`config.mk`:
```
export PLATFORM = sky130hd
export DESIGN_NAME = overdrive_gain_ctrl
export DESIGN_NICKNAME = d
export VERILOG_FILES = /design/src/rtl/overdrive_gain_ctrl.sv
export SDC_FILE = /design/constraint.sdc
export NUM_CORES = 1
export LEC_CHECK = 0
export CAP_MARGIN = 25
export CORE_UTILIZATION = 33
export DETAILED_ROUTE_END_ITERATION = 6
export GPL_TIMING_DRIVEN = 0
export PLACE_DENSITY = 0.79
export SYNTH_ARGS = -nofsm -noshare
export SYNTH_HDL_FRONTEND = slang
export SYNTH_SLANG_ARGS = --single-unit
```
`constraint.sdc`:
```
create_clock -name clk -period 0.8 [get_ports clk]
set_clock_uncertainty 0.05 [all_clocks]
set_input_delay 0.2 -clock clk [delete_from_list [all_inputs] [get_ports clk]]
set_output_delay 0.2 -clock clk [all_outputs]
set_load 0.01 [all_outputs]
```
`src/rtl/overdrive_gain_ctrl.sv`:
```
// overdrive_gain_ctrl: clamps accepted gain targets and slews o_gain toward them one step per
// sample tick. Ramping is built only when OVERDRIVE_GAIN_RAMP_EN is defined; otherwise an
// accepted target is applied at once.
module overdrive_gain_ctrl #(
    parameter int unsigned fxp_size           = 16,
    parameter int unsigned bits_per_gain_frac = 4,
    parameter int unsigned step_size          = 1,
    parameter int unsigned gain_reset         = 16,
    parameter int unsigned gain_max           = 255
) (
    input  logic                clk,
    input  logic                rst,
    input  logic                i_tick,
    input  logic                i_cfg_valid,
    output logic                o_cfg_ready,
    input  logic [fxp_size-1:0] i_cfg_gain,
    output logic [fxp_size-1:0] o_gain,
    output logic                o_busy,
    output logic                o_done
);
    localparam logic [fxp_size-1:0] c_reset = fxp_size'(gain_reset);
    localparam logic [fxp_size-1:0] c_max   = fxp_size'(gain_max);
    localparam logic [fxp_size:0]   c_step  = (fxp_size + 1)'(step_size);

    if (step_size < 1) begin : g_bad_step
        $error("overdrive_gain_ctrl: step_size must be at least 1");
    end

    logic [fxp_size-1:0] r_gain;
    logic                r_done;
    logic [fxp_size-1:0] w_clamped;

    assign w_clamped = (i_cfg_gain > c_max) ? c_max : i_cfg_gain;
    assign o_gain    = r_gain;
    assign o_done    = r_done;

`ifdef OVERDRIVE_GAIN_RAMP_EN
    typedef enum logic {IDLE, RAMP} state_t;

    state_t              r_state;
    state_t              w_next;
    logic [fxp_size-1:0] r_target;
    logic                w_accept;
    logic                w_up;
    logic                w_final;
    logic                w_step_unused;
    logic [fxp_size:0]   w_t;
    logic [fxp_size:0]   w_g;
    logic [fxp_size:0]   w_diff;
    logic [fxp_size-1:0] w_step_gain;

    assign w_accept    = i_cfg_valid & (r_state == IDLE);
    assign o_cfg_ready = (r_state == IDLE);
    assign o_busy      = (r_state == RAMP);
    assign w_t         = {1'b0, r_target};
    assign w_g         = {1'b0, r_gain};
    assign w_up        = w_t > w_g;
    assign w_diff      = w_up ? w_t - w_g : w_g - w_t;
    assign w_final     = w_diff <= c_step;
    assign {w_step_unused, w_step_gain} = w_up ? w_g + c_step : w_g - c_step;

    // Next state: enter RAMP on a differing target, leave it on the tick that lands on target.
    always_comb begin
        w_next = r_state;
        if (r_state == IDLE && w_accept && w_clamped != r_gain) w_next = RAMP;
        if (r_state == RAMP && i_tick && w_final) w_next = IDLE;
    end

    // State, target and gain registers; o_done flags the cycle after the gain reaches target.
    always_ff @(posedge clk or posedge rst) begin
        if (rst) begin
            r_state  <= IDLE;
            r_target <= c_reset;
            r_gain   <= c_reset;
            r_done   <= 1'b0;
        end else begin
            r_state  <= w_next;
            if (w_accept) r_target <= w_clamped;
            if (r_state == RAMP && i_tick) r_gain <= w_final ? r_target : w_step_gain;
            r_done   <= (w_accept && w_clamped == r_gain) || (r_state == RAMP && i_tick && w_final);
        end
    end
`else
    logic w_tick_unused;

    assign w_tick_unused = i_tick;
    assign o_cfg_ready   = 1'b1;
    assign o_busy        = 1'b0;

    // Without ramping the clamped target is applied directly at the acceptance edge.
    always_ff @(posedge clk or posedge rst) begin
        if (rst) begin
            r_gain <= c_reset;
            r_done <= 1'b0;
        end else begin
            if (i_cfg_valid) r_gain <= w_clamped;
            r_done <= i_cfg_valid;
        end
    end
`endif
endmodule

```
Yosys cells after proc, flatten, opt, wreduce, memory -nomap -nowiden
Index checks and enable logic that the tools add are counted.
{ "op_classes": {"magnitude_cmp": 1, "n_mux": 1} }
{ "op_table": {"columns": ["cell", "count"], "rows": [
  ["16-bit by 8-bit greater-than comparator with 1-bit output, second input constant", 1],
  ["16-bit two-way mux", 1]
]} }
{ "totals": {"regBits": 17, "input_bits": 20} }

Depth between registers and ports, before layout
{ "logic_depth": {"depth_word": 2, "mapped_depth": 3, "ltp_nobuf": 2} }

Worst setup path before layout
No wires, ideal clock.
{ "synth_path": {"path_type": "input to register", "startpoint": "input i_cfg_gain[10]", "endpoint": "register r_gain[0], in the netlist o_gain[0]", "setup_ns": 0.149, "arrival_time_ns": 0.740, "slack_ns": -0.139, "stages": 2, "n_path_buf": 0, "cell_sequence": "nor4_4 a41oi_1"} }
{ "synth_via": {"elab_chain_len": 2} }
{ "synth_lines": {"columns": ["item", "line", "source"], "rows": [
  ["start, declared", "16", "input logic [fxp_size-1:0] i_cfg_gain,"],
  ["16-bit by 8-bit greater-than comparator with 1-bit output", "33", "assign w_clamped = (i_cfg_gain > c_max) ? c_max : i_cfg_gain;"],
  ["16-bit two-way mux", "33", null],
  ["end signal, assigned", "93", "r_gain <= c_reset;"],
  ["end signal, assigned", "96", "if (i_cfg_valid) r_gain <= w_clamped;"],
  ["end, declared", "29", "logic [fxp_size-1:0] r_gain;"]
]} }
Every way passes these cells.
A chain may end at the register's enable or synchronous reset.

Worst setup path after layout
{ "layout_path": {"startpoint": "register r_gain[4], in the netlist o_gain[4]", "endpoint": "output o_gain[4]"} }
{ "layout_lines": {"columns": ["item", "line", "source"], "rows": [
  ["end, declared", "17", "output logic [fxp_size-1:0] o_gain,"]
]} }
No word-level cell between the ends.

==> qor.csv <==
metric;value;unit
run status;finished with violations;
failing checks;setup timing;
Syn Nets;78;
PortBufs;35;
RSZ-0062 raised after global routing;yes;
top-area cell type share of the netlist area;0.5839;
Critical Path End Type;output pin;
post-route cell area;1167;um^2
area grow syn2layout;70.26;%
yosys warns;0;
Synth Area in Adders;0;
Fin. Hold Viols;0;
slowest CP cell;dfstp_2;
FMAX;0.8388;GHz
fin crit share;1.490;
peak supply drop;0.5275;mV
Rows;16;
critical path class;flop to output pin;
DIE AREA;2264;um^2
Synth Register Bits;17;
Detailed Route Iter0 Violations;6;
layout cell share with drive strength beyond 1;0.5096;
clock slew at reported path FFs;0.10;ns
Top Ports;39;
Critical Path Start Type;flop;
power per cell area;1288;nW/um^2
CP Buf/Inv Count;1;
vias in the first global route;522;
largest family of logic cells by synthesized area;simple AND/OR/NAND/NOR gates;
wire length of the first global-routing pass;2221;um
largest area contributor in the netlist;dfrtp_1;
multiplexer fraction of the synthesized cell area;0;
final wirelength;1678;um
Post-Place Worst Slack;-0.7491;ns
core box area;1962;um^2
Worst EP required;0.55;ns
compound-gate portion of the synthesized area;0.1022;
max-cap viol count;0;
DRC;0;
crit-path max FO;2;
antenna cells;0;
fillers;183;
worst hold-check path type;input pin to flop;
simple logic cell fraction of the synthesized area;0.1788;
Tmin final;1.192;ns
Synth Area in XOR/XNOR;0;
Placed Area;1070;um^2
crit-path cells;buf_6;
commonest non-fill, non-tap cell in the layout;buf_2;
Crit path largest cell delay;0.56;ns
global-route usage over all layers;0.1457;
clock root cell;clkbuf_4;
TritonCTS buffer count;3;
Pins Over Slew Limit;0;
Setup violations, final;21;
Post-CTS Hold Fix Bufs;0;
starting density of the core;0.3495;
ANT nets after route;0;
Die W;47.58;um
Cell Area, Synth;685.7;um^2
gp weighted congestion;0.6854;
Area contributors post-synth;dfrtp_1 58%, a41oi_1 10%, nor2b_1 7.3%, nor4_4 6.2%, inv_1 4.9%;
die height;47.58;um
vias per cell;4.511;
Vias;591;
Avg Cell Area, Syn;11.82;um^2
Max Root-Sink Buffers;2;
WP data arrival;0.94;ns
first-pass iteration count of the detailed router;4;
number of cells produced by synthesis;58;
initial antenna violation count;0;
Max H-tree Level;1;
clock sink total;17;
later-pin clock latency in the skew report;0.28;ns
commonest non-fill, non-tap cells in the layout;17 x buf_2, 16 x dfrtp_1, 10 x buf_6, 9 x clkdlybuf4s50_1, 8 x inv_1;
Top delay family on crit path;flip-flops;
Core Util, Final;0.5950;
CTS tree;done;
Seq/Total Area, Yosys;0.6223;
wire length per cell;12.81;um
Static Leakage;0.5110;nW
number of distinct library cells after synthesis;10;
final worst slack;-0.3921;ns
gr ovfl total;0;
largest net degree at the start of global routing;18;
Final #Nets;125;
dpl hpwl;1129;um
[cells in the mapped netlist, drive strengths merged]
cell type	number
dfrtp	16
inv	9
a41oi	8
nor2	8
nor2b	8
buf	4
conb	2
nor4	2
dfstp	1
[path summary, 6_finish.rpt]
kind                                  startpoint                      to  slack [ns]  cells after the start
max in group asynchronous                    rst   o_gain[4]$_DFFE_PP1P_        0.22                      2
setup / recovery           o_gain[4]$_DFFE_PP1P_               o_gain[4]       -0.39                      1
setup reg to reg           o_gain[4]$_DFFE_PP1P_   o_gain[4]$_DFFE_PP1P_       -0.09                      2
hold / removal                       i_cfg_valid        o_done$_DFF_PP0_        0.06                      1
min in group asynchronous                    rst  o_gain[13]$_DFFE_PP0P_        0.20                      2
hold reg to reg            o_gain[9]$_DFFE_PP0P_   o_gain[9]$_DFFE_PP0P_        0.45                      1
[through the flow]
step	hold WS, ns	setup TNS (ns)	std cells	total power (W)
floorplan	0.07534	-1.070	58	0.0009376
global placement	0.4319	-18.20	120	0.001055
detailed placement	0.4366	-19.76	120	0.001059
CTS	0.2370	-4.847	130	0.001501
global route	0.05468	-5.476	131	0.001567
finish	0.06391	-4.803	131	0.001504
[per-layer routing]
metal  vias to the layer above  wire, um  global-route usage
met4                         0        17             0.08333
met1                       283       729              0.1686
met5                         -         0                   0
li1                        277         -                   -
met3                         2       114             0.02642
met2                        29       818              0.2521
[power breakdown]
part | switching (W) | internal [W] | leakage (nW)
Sequential | 0.00000101 | 0.000862 | 0.195
Clock | 0.000260 | 0.000194 | 0.0150
Combinational | 0.0000963 | 0.0000907 | 0.301
Total | 0.000357 | 0.00115 | 0.511
[layout make-up]
cell class                      instances  area (um^2)  share of cell area
Buffer                                  4        33.78             0.02894
Sequential cell                        17        426.7              0.3655
Inverter                                9        37.54             0.03215
Tap cell                               27        33.78             0.02894
Timing Repair Buffer                   42        326.6              0.2797
Clock buffer                            4        26.28             0.02251
Multi-Input combinational cell         28        282.8              0.2422
[flip-flops by register name (all words and copies together) (netlist names)]
register	count
o_gain	16
o_done	1
[cell families after synthesis]
family,count (synthesis)
other cells,2
simple gates,18
flops,17
buf+inv,13
compound gates,8
[timing repair]
action,in CTS,in global routing
gates cloned,0,0
setup endpoints to repair,29,43
pin swaps,6,3
hold endpoints to repair,0,0
resized for setup,105,20
setup buffers,6,2
(Power assumes the default switching activity.)
